<file path="src/rtl/serial_tx_4.sv">
// serial_tx_4: parallel-in/serial-out frame transmitter.
// Accepts a DATA_W-bit word on a valid/ready handshake and sends it as
// start(0) + data LSB-first + stop(1). Each bit is held CLKS_PER_BIT cycles.
//
// Ports:
//   clk        clock; all state changes on its rising edge
//   reset      synchronous active-low reset
//   tx_valid   producer has a word on tx_data
//   tx_data    word to send, sampled only on acceptance
//   tx_ready   block can accept a word this cycle (combinational from state)
//   tx_serial  serial line, idle high, registered
//   tx_busy    frame in progress, registered
module serial_tx_4 #(
  parameter int unsigned DATA_W       = 4,
  parameter int unsigned CLKS_PER_BIT = 4
) (
  input  logic              clk,
  input  logic              reset,
  input  logic              tx_valid,
  input  logic [DATA_W-1:0] tx_data,
  output logic              tx_ready,
  output logic              tx_serial,
  output logic              tx_busy
);

  // Counters are at least one bit wide so a value of 1 still gives a legal vector.
  localparam int unsigned TimerW = $clog2((CLKS_PER_BIT > 2) ? CLKS_PER_BIT : 2);
  localparam int unsigned IdxW   = $clog2((DATA_W > 2) ? DATA_W : 2);
  localparam logic [TimerW-1:0] TimerMax = TimerW'(CLKS_PER_BIT - 1);
  localparam logic [IdxW-1:0]   IdxMax   = IdxW'(DATA_W - 1);

  typedef enum logic [1:0] {
    StIdle,
    StStart,
    StData,
    StStop
  } state_e;

  state_e              state_q;
  logic [DATA_W-1:0]   shift_q;
  logic [TimerW-1:0]   timer_q;
  logic [IdxW-1:0]     idx_q;
  logic                serial_q;
  logic                busy_q;

  logic [DATA_W-1:0]   shift_nx;
  logic                bit_done;

  assign shift_nx  = shift_q >> 1;
  assign bit_done  = (timer_q == TimerMax);

  assign tx_ready  = (state_q == StIdle) && reset;
  assign tx_serial = serial_q;
  assign tx_busy   = busy_q;

  always_ff @(posedge clk) begin
    if (!reset) begin
      // Aborts any frame in flight; the line goes high on this edge.
      state_q  <= StIdle;
      shift_q  <= '0;
      timer_q  <= '0;
      idx_q    <= '0;
      serial_q <= 1'b1;
      busy_q   <= 1'b0;
    end else begin
      case (state_q)
        StIdle: begin
          serial_q <= 1'b1;
          busy_q   <= 1'b0;
          timer_q  <= '0;
          idx_q    <= '0;
          // tx_ready is 1 here, so tx_valid alone means acceptance.
          if (tx_valid) begin
            shift_q  <= tx_data;
            state_q  <= StStart;
            serial_q <= 1'b0;
            busy_q   <= 1'b1;
          end
        end
        StStart: begin
          if (bit_done) begin
            timer_q  <= '0;
            idx_q    <= '0;
            state_q  <= StData;
            serial_q <= shift_q[0];
          end else begin
            timer_q <= timer_q + 1'b1;
          end
        end
        StData: begin
          if (bit_done) begin
            timer_q <= '0;
            shift_q <= shift_nx;
            if (idx_q == IdxMax) begin
              state_q  <= StStop;
              serial_q <= 1'b1;
            end else begin
              idx_q    <= idx_q + 1'b1;
              // Next bit comes from the post-shift value so the line is registered.
              serial_q <= shift_nx[0];
            end
          end else begin
            timer_q <= timer_q + 1'b1;
          end
        end
        StStop: begin
          if (bit_done) begin
            timer_q <= '0;
            state_q <= StIdle;
            busy_q  <= 1'b0;
          end else begin
            timer_q <= timer_q + 1'b1;
          end
        end
        default: begin
          state_q  <= StIdle;
          serial_q <= 1'b1;
          busy_q   <= 1'b0;
          timer_q  <= '0;
          idx_q    <= '0;
        end
      endcase
    end
  end

endmodule

</file>
<file path="config.mk">
export PLATFORM = sky130hd
export DESIGN_NAME = serial_tx_4
export DESIGN_NICKNAME = d
export VERILOG_FILES = /design/src/rtl/serial_tx_4.sv
export SDC_FILE = /design/constraint.sdc
export NUM_CORES = 1
export LEC_CHECK = 0
export ABC_CLOCK_PERIOD_IN_PS = 1800
export BUFFER_PORTS_ARGS = -buffer_cell sky130_fd_sc_hd__buf_2
export CORE_MARGIN = 2
export CORE_UTILIZATION = 51
export CTS_BUF_LIST = sky130_fd_sc_hd__clkbuf_8
export CTS_CLUSTER_DIAMETER = 150
export DETAILED_ROUTE_END_ITERATION = 10
export PLACE_DENSITY = 0.72
export SYNTH_ARGS = -nofsm -noshare
export SYNTH_HDL_FRONTEND = slang
export SYNTH_SLANG_ARGS = --single-unit
</file>
<file path="constraint.sdc">
create_clock -name clk -period 1.8 [get_ports clk]
set_input_delay 0.18 -clock clk [delete_from_list [all_inputs] [get_ports clk]]
set_output_delay 0.18 -clock clk [all_outputs]
set_load 0.02 [all_outputs]
</file>
==> summary.md <==
| Metric | Value |
|---|---|
| R2R depth | `5` |
| Tcrit/Tclk final | `90.0%` |
| CP Launch Type | `register` |
| DRT iter0 DRCs | `14` |
| Antenna violations before repair | `0` |
| Yosys Warn Count | `0` |
| Share of layout cells above drive strength 1 | `27.0%` |
| Largest area contributor in the netlist | `dfxtp_1` |
| CTS tree | `yes` |
| Worst Tran Pin Value | `0.441 ns` |
| Cell family with the largest share of critical-path delay | `compound AO/OA/AOI/OAI gates` |
| Status | `completed` |
| CTS max path bufs | `2` |
| Initial core utilization | `55.8%` |
| Synth Instances | `78` |
| DR vias/cell | `5.53` |
| Drt total wl | `1.30 mm` |
| Routability Congestion | `0.838` |
| Area of the multi-input gates | `460 µm²` |
| Fin crit period | `1.62 ns` |
| Largest net degree at the start of global routing | `14` |
| Hold Fails Final Rpt | `0` |
| HPWL after DPL | `954 µm` |
| Register Area | `240 µm²` |
| WP buf/inv | `1` |
| Max-slew headroom | `70.5%` |
| Max Fclk | `617 MHz` |
| Rows | `13` |
| First-pass detailed-route iteration total | `4` |
| Grt total ovfl | `0` |
| Post-CTS Hold Buffers | `0` |
| RSZ-0062 raised after global routing | `false` |
| Distinct cells, synth | `31` |
| Min-Delay Path Class | `input pin to register` |
| Critical path capture point type | `register` |
| Max-slew violations | `0` |
| Crit path required time | `1.97 ns` |
| ANT nets after route | `0` |
| IO Port Bufs | `9` |
| Setup Buffers After CTS | `0` |
| Area of placed instances | `785 µm²` |
| Vias in the first global route | `492` |
| Hold Path Stages | `2` |
| CTS Buf Count | `3` |
| Design Area, Final | `842 µm²` |
| Yosys top cell area share | `32.7%` |
| Critical path class | `register to register` |
| Clock Skews | `0.00113 ns` |
| Synth top area cells | `dfxtp_1 33%, ha_1 12%, mux2i_1 5.4%, mux2_2 4.6%, a2111oi_4 3.7%` |
| Worst-Skew Late Latency | `0.24 ns` |
| First-pass GRT wire length | `2.10 mm` |
| H-tree levels | `1` |
| Antenna cells | `0` |
| Max-Cap Viols | `0` |
| NumNets Final | `104` |
| Fin Setup TNS | `0 ns` |
| WP depth | `5` |
| Io pins | `10` |
| Pre-CTS WS | `0.0750 ns` |
| Leakage | `0.356 nW` |
| Die span in x | `42.0 µm` |
| All-Layer GR Usage | `16.0%` |
| Die area | `0.00176 mm²` |
| Post-route setup slack | `0.180 ns` |
| Seq/Total Area, Yosys | `32.7%` |
| CP arrival | `1.79 ns` |
| CP cell instances | `inv_1 -> ha_2 -> o21ba_2 -> a2111oi_4 -> mux2i_1` |
| Critical path peak fanout | `13` |
| Worst-case vdd ir drop | `0.842 mV` |
| Post-route DRC violation count | `0` |
| Finish-stage setup viols | `0` |
| P&R area growth vs syn | `14.5%` |
| Synth Cell Area | `736 µm²` |
| Cts repair resizes | `0` |
| Worst hold slack | `0.232 ns` |
| Slowest-stage cell, CP | `dfxtp_1` |
| Routed length per instance | `12.5 µm` |
| Synthesized flop and latch total | `12` |
| CP max stage delay | `0.37 ns` |
| Mean Syn Cell Area | `9.43 µm²` |
| Fill cells | `115` |
| Via count | `575` |
| Post-synth net total | `92` |
| Clk sink count | `12` |
| Clock tree root buffer cell | `clkbuf_8` |
| Die Y | `42.0 µm` |
| Reg clk slew, reported paths | `0.05 ns` |
| Core box area | `0.00132 mm²` |
| P per Cell Area | `1750 mW/mm²` |
==> power breakdown <==
part | leakage (nW) | total, W | internal, W | switching [W]
sequential | 0.0987 | 0.000410 | 0.000353 | 0.0000570
combinational | 0.228 | 0.000770 | 0.000370 | 0.000400
clock | 0.0288 | 0.000292 | 0.000193 | 0.0000992
==> cell usage in the layout, fill, tap and decap left out, types with 2 or more instances in the layout <==
| master | instances |
|---|---|
| clkbuf_8 | 4 |
| nor2b_1 | 2 |
| nor4_1 | 4 |
| and2b_1 | 2 |
| nor2_1 | 2 |
| nor3_1 | 3 |
| nand3b_1 | 2 |
| mux2_2 | 3 |
| dfxtp_1 | 12 |
| nand3_1 | 2 |
| nand2_1 | 7 |
| inv_1 | 4 |
| nand2b_1 | 2 |
| a21oi_1 | 2 |
| buf_2 | 9 |
| mux2i_1 | 4 |
| a31oi_1 | 3 |
| o21ai_0 | 3 |
| ha_1 | 6 |
==> flip-flops by register name (all words and copies together) (netlist names) <==
name       cells
state_q        2
timer_q        2
tx_busy        1
shift_q        4
tx_serial      1
idx_q          2
==> cells in the mapped netlist (all sizes together) <==
cell type  count
nand2          7
and2           1
a21o           1
dfxtp         12
a311o          1
buf            2
mux2i          4
or2            1
inv            4
clkbuf         1
nand2b         2
a21oi          2
nor4b          1
ha             7
or2b           1
and2b          2
nor2           2
mux2           3
a31oi          3
o211ai         1
nand3b         2
a2111oi        1
nor3           3
o21ba          1
nor4           4
nand3          2
nor2b          2
a211oi         1
o21ai          4
==> metrics by stage <==
stage / total power [W] / std cells / util (%)
detailed placement: 0.00118 / 100 / 59.5
global route: 0.00159 / 104 / 63.9
global placement: 0.00118 / 100 / 59.5
floorplan: 0.00105 / 78 / -
finish: 0.00147 / 104 / 63.9
CTS: 0.00148 / 104 / 63.7
==> cell type report <==
cell class	instances	share of cell area (%)
multi-input cells	59	54.7
repair buffers	10	6.24
inverters	4	1.78
well taps	15	2.23
clock buffers	4	6.54
flip-flops and latches	12	28.5
==> logic make-up after synthesis <==
family          after synthesis  synth area share (%)
buf+inv                       7                  5.10
compound gates               15                  17.5
flops                        12                  32.7
fa+ha+maj                     7                  11.9
simple gates                 30                  22.8
mux                           7                  10.0
==> worst reg2reg max path: stages (launching register included) <==
cell and delay [ns]:
dfxtp_1 0.37, inv_1 0.10, ha_2 0.29, o21ba_2 0.28, a2111oi_4 0.28, mux2i_1 0.23
==> final timing paths <==
kind	start	to	slack, ns
worst max-delay path	state_q[0]	state_q[1]	0.18
worst min-delay path	reset	tx_serial	0.23
worst max register to register	state_q[0]	state_q[1]	0.18
worst min register to register	timer_q[0]	timer_q[0]	0.43
==> metal layers <==
| metal | GRT usage [%] | part of all wire [%] |
|---|---|---|
| met5 | 0 | 0 |
| met2 | 23.4 | 44 |
| met4 | 9.68 | 2.4 |
| met1 | 20.4 | 49 |
| met3 | 5.17 | 4.7 |
(Power assumes the default switching activity.)
